[config.mk]
export PLATFORM = sky130hd
export DESIGN_NAME = blink_monitor
export DESIGN_NICKNAME = d
export VERILOG_FILES = /design/src/rtl/blink_monitor.sv
export SDC_FILE = /design/constraint.sdc
export NUM_CORES = 1
export LEC_CHECK = 0
export CAP_MARGIN = 20
export CORE_MARGIN = 3
export CORE_UTILIZATION = 30
export CTS_BUF_LIST = sky130_fd_sc_hd__clkbuf_2
export CTS_CLUSTER_DIAMETER = 40
export DETAILED_ROUTE_END_ITERATION = 7
export GPL_ROUTABILITY_DRIVEN = 0
export GPL_TIMING_DRIVEN = 0
export PLACE_DENSITY = 0.49
export SYNTH_ARGS = -nofsm -noshare
export SYNTH_HDL_FRONTEND = slang
export SYNTH_SLANG_ARGS = --single-unit
[constraint.sdc]
create_clock -name clk -period 3.82 [get_ports clk]
set_clock_uncertainty 0.15 [all_clocks]
set_input_delay 0.764 -clock clk [delete_from_list [all_inputs] [get_ports clk]]
set_output_delay 0.764 -clock clk [all_outputs]
set_load 0.05 [all_outputs]
[src/rtl/blink_monitor.sv]
// Receive-side checker for the blinker LED pattern: synchronises led_in, measures
// intervals between level changes, locks on a stable half-period and flags errors.
module blink_monitor #(
  parameter int CBITS  = 17,
  parameter int TOL    = 2,
  parameter int LOCK_N = 4
) (
  input  logic             clk,
  input  logic             rst,
  input  logic             led_in,
  output logic             edge_flg,
  output logic             locked,
  output logic             err,
  output logic             timeout,
  output logic [CBITS:0]   period
);

  typedef enum logic [1:0] {IDLE, MEAS, LOCKED} state_t;

  localparam logic [CBITS:0] HI = (CBITS+1)'((2**CBITS) + TOL);
  localparam logic [CBITS:0] LO = (CBITS+1)'((2**CBITS) - TOL);
  localparam logic [3:0]     LOCK_CNT = 4'(LOCK_N);

  state_t         state, state_n;
  logic           s1, s2, s3;
  logic           edge_det;
  logic [CBITS:0] cnt, cnt_inc;
  logic [3:0]     gcnt, gcnt_n, gcnt_inc;
  logic           good, over;
  logic           err_n, to_n;

  assign edge_det = s2 ^ s3;
  // cnt_inc doubles as the measured interval (cnt+1, saturating)
  assign cnt_inc  = (cnt == '1) ? cnt : cnt + 1'b1;
  assign good     = (cnt_inc >= LO) && (cnt_inc <= HI);
  assign over     = (cnt > HI);
  assign gcnt_inc = gcnt + 4'd1;

  always_ff @(posedge clk or negedge rst) begin
    if (!rst) begin
      s1 <= 1'b0;
      s2 <= 1'b0;
      s3 <= 1'b0;
    end else begin
      s1 <= led_in;
      s2 <= s1;
      s3 <= s2;
    end
  end

  always_ff @(posedge clk or negedge rst) begin
    if (!rst) begin
      cnt    <= '0;
      period <= '0;
    end else if (edge_det) begin
      cnt    <= '0;
      period <= cnt_inc;
    end else begin
      cnt    <= cnt_inc;
    end
  end

  always_ff @(posedge clk or negedge rst) begin
    if (!rst) begin
      state    <= IDLE;
      gcnt     <= '0;
      edge_flg <= 1'b0;
      locked   <= 1'b0;
      err      <= 1'b0;
      timeout  <= 1'b0;
    end else begin
      state    <= state_n;
      gcnt     <= gcnt_n;
      edge_flg <= edge_det;
      locked   <= (state_n == LOCKED);
      err      <= err_n;
      timeout  <= timeout | to_n;
    end
  end

  // An edge always takes priority over the timeout threshold in the same cycle
  always_comb begin
    state_n = state;
    gcnt_n  = gcnt;
    err_n   = 1'b0;
    to_n    = 1'b0;
    case (state)
      IDLE: begin
        if (edge_det) begin
          state_n = MEAS;
          gcnt_n  = '0;
        end
      end
      MEAS: begin
        if (edge_det) begin
          if (good) begin
            gcnt_n = gcnt_inc;
            if (gcnt_inc >= LOCK_CNT) state_n = LOCKED;
          end else begin
            err_n  = 1'b1;
            gcnt_n = '0;
          end
        end else if (over) begin
          err_n   = 1'b1;
          to_n    = 1'b1;
          gcnt_n  = '0;
          state_n = IDLE;
        end
      end
      LOCKED: begin
        if (edge_det) begin
          if (!good) begin
            err_n   = 1'b1;
            gcnt_n  = '0;
            state_n = MEAS;
          end
        end else if (over) begin
          err_n   = 1'b1;
          to_n    = 1'b1;
          gcnt_n  = '0;
          state_n = IDLE;
        end
      end
      default: begin
        state_n = IDLE;
        gcnt_n  = '0;
      end
    endcase
  end

endmodule

==> results_dict.tcl, run 1 <==
set metrics [dict create \
    status "finished clean" \
    port_buffers 24 \
    end_kind "flip-flop" \
    peakVddDrop_uv 177.7 \
    gr-total-overflow 0 \
    max_cap_viol_count 0 \
    fin_crit_sh 0.9510 \
    grtUsageTotal 0.1442 \
    crit_fanout 8 \
    first_pass_iters 4 \
    dp_cells 430 \
    final_cell_mix "dfrtp_1 (48), nor2_1 (42), nand2_1 (31)" \
    clockBufferDepth 2 \
    start_kind "flip-flop" \
    drt_iter0_drc 173 \
    fillerInstances 918 \
    cts_tree "yes" \
    path_cells "and4_2 -> clkbuf_1 -> nand4_1 -> nor3_1 -> mux2i_1 -> nor4b_1 -> a32oi_2 -> or4b_4 -> a21oi_1" \
    pwr_density_cell_nw_per_um2 355.4 \
    start_util 0.3088 \
    seqCellArea_um2 1227 \
    max_slew_margin 0.4436 \
    syn-num-nets 307 \
    power_uw 1133 \
    h-tree-depth 2 \
    rsz0062_at_grt "no" \
    wl_per_cell_um 15.99 \
    rows 34 \
    area_growth_pct 17.80 \
    die-area_um2 10200 \
    slowest_delay_ps 580 \
    finalSetupViolCount 0 \
    syn_area_per_cell_um2 9.112 \
    cts_root_buf "clkbuf_2" \
    vias 2334 \
    grt_pass1_vias 2232 \
    cp.required_ps 4050 \
    final_max_slew_viol_count 0 \
    antenna_found_initial 0 \
    layout_commonest_cell "dfrtp_1" \
    critPathKind "flip-flop to flip-flop" \
    synth_edf_count 0 \
    grt_pass1_wl_um 11720 \
    design_area_um2 3188 \
    yosys_register_bits 49 \
    rrSetupSlack_ps 190 \
    mappedNetlistArea_um2 2706 \
    syn_inst 297 \
    drc_errors 0 \
    numCtsBuffers 5 \
    utilization 0.3638 \
    synth-seq-area-share 0.4531 \
    viasPerCell 5.293 \
    hpwl_um 5155 \
    cts_sinks 49 \
    multiInputGateArea_um2 1380 \
    finalHoldViolations 0 \
    crit_family "simple AND/OR/NAND/NOR gates" \
    slowest_stage "dfrtp_1" \
    clk_latency_ps 430 \
    synth_top_flop_cell "dfrtp_1" \
    ys_types 60 \
    wirelength_um 7050 \
    antenna_cells 0 \
    tightest_slew_ps 823.8 \
    final_nets 342 \
    layout-drive-gt1-share 0.1141 \
    min_path_type "input port to async pin" \
    timing.setup.tns_ps 0 \
    yosys_warnings 0 \
    core_um2 8763 \
    fin_cells 441 \
    fin_crit_ps 3633 \
    critical_path_arrival_ps 3870 \
    floorplan.die.width_um 101.0 \
    ctsHoldBuffers 0 \
    antenna_left 0 \
    grt_start_max_net_pins 31 \
    io_pins 25 \
    post_dp_cell_area_um2 3097 \
    fmax_mhz 275.3 \
    clk_pin_slew_ps 270 \
    p_leak_uw 0.001328 \
    async_flop_share 1.000 \
    die_h_um 101.0 \
    critPathBufInv 1 \
]
==> state kept, by name (all words and copies together), names as in the netlist <==
signal and count:
s1 1, locked 1, state 2, edge_flg 1, s2 1, timeout 1, err 1, period 18
cnt 18, s3 1, gcnt 4
==> final cells by class <==
type / count / share of cell area
repair buffers: 28 / 0.08713
multi-input cells: 222 / 0.4329
inverters: 8 / 0.009419
flip-flops and latches: 49 / 0.3850
clock inverters: 3 / 0.006672
clock buffers: 5 / 0.007849
well taps: 108 / 0.04239
plain buffers: 18 / 0.02865
==> routing by layer <==
metal	vias up	global-route usage	routed length (µm)
met5	-	0	0
met4	0	0.04806	146
met3	10	0.02007	224
met2	63	0.2273	3243
met1	1128	0.2035	3436
li1	1133	-	-
==> final timing paths <==
| check | start | endpoint | cells past startpoint |
|---|---|---|---|
| worst max register to register | cnt[7]$_DFF_PN0_ | locked$_DFF_PN0_ | 9 |
| min in group clk | s1$_DFF_PN0_ | s2$_DFF_PN0_ | 0 |
| worst min-delay path | rst | cnt[8]$_DFF_PN0_ | 1 |
| worst min register to register | s1$_DFF_PN0_ | s2$_DFF_PN0_ | 0 |
| max in group asynchronous | rst | cnt[1]$_DFF_PN0_ | 2 |
| worst max-delay path | cnt[7]$_DFF_PN0_ | locked$_DFF_PN0_ | 9 |
==> power by group <==
group	switching (µW)	leakage (µW)	internal, µW	total [µW]
Clock	182	0.0000294	46.5	228
Sequential	27.7	0.000652	554	582
Combinational	213	0.000647	109	323
Total	423	0.00133	710	1130
==> through the flow <==
step	setup WS, ps	hold WS, ps
after floorplan	612.9	181.2
after global placement	177.6	188.6
after detailed placement	230.6	185.7
after CTS	140.7	75.54
after global routing	44.49	71.31
final	187.1	83.67
==> kinds of logic after synthesis <==
family          Yosys count  synth area share
simple gates            132            0.2561
mux                       3           0.01156
compound gates           69            0.1664
flops                    49            0.4531
fa+ha+maj                 7           0.03236
xor+xnor                 11           0.03560
buf+inv                  26           0.04485
==> repair_timing <==
item                                    in CTS  in global routing
endpoints found under the setup margin       0                  6
setup buffers                                0                  3
gates resized for setup                      0                  6
==> cells in the mapped netlist, drive strengths merged (2+ instances only) <==
master | instances | share of area
or3 | 3 | 0.0088
nor4 | 8 | 0.021
dfrtp | 49 | 0.45
and3 | 5 | 0.012
nor2 | 42 | 0.058
xor2 | 3 | 0.0097
nand2 | 31 | 0.043
and2 | 5 | 0.012
a21oi | 17 | 0.031
o21ai | 22 | 0.041
o2111ai | 3 | 0.0097
nand3 | 12 | 0.022
a31oi | 3 | 0.0069
and4 | 4 | 0.013
inv | 8 | 0.011
o31ai | 4 | 0.011
nand4 | 8 | 0.024
nor3 | 6 | 0.015
nor4b | 2 | 0.0065
buf | 8 | 0.020
clkbuf | 10 | 0.014
a211oi | 2 | 0.0055
ha | 7 | 0.032
a21boi | 2 | 0.0055
xnor2 | 8 | 0.026
mux2i | 2 | 0.0074
Power figures use the tool's default switching activity.
==> inputs of run 2 (changes only) <==
--- a/config.mk
+++ b/config.mk
@@ -9,7 +9,7 @@
 export CORE_MARGIN = 3
 export CORE_UTILIZATION = 30
 export CTS_BUF_LIST = sky130_fd_sc_hd__clkbuf_2
-export CTS_CLUSTER_DIAMETER = 40
+export CTS_CLUSTER_DIAMETER = 60
 export DETAILED_ROUTE_END_ITERATION = 7
 export GPL_ROUTABILITY_DRIVEN = 0
 export GPL_TIMING_DRIVEN = 0
==> results of run 2 <==
No change in the layout: final DEF, timing and power equal those of run 1.
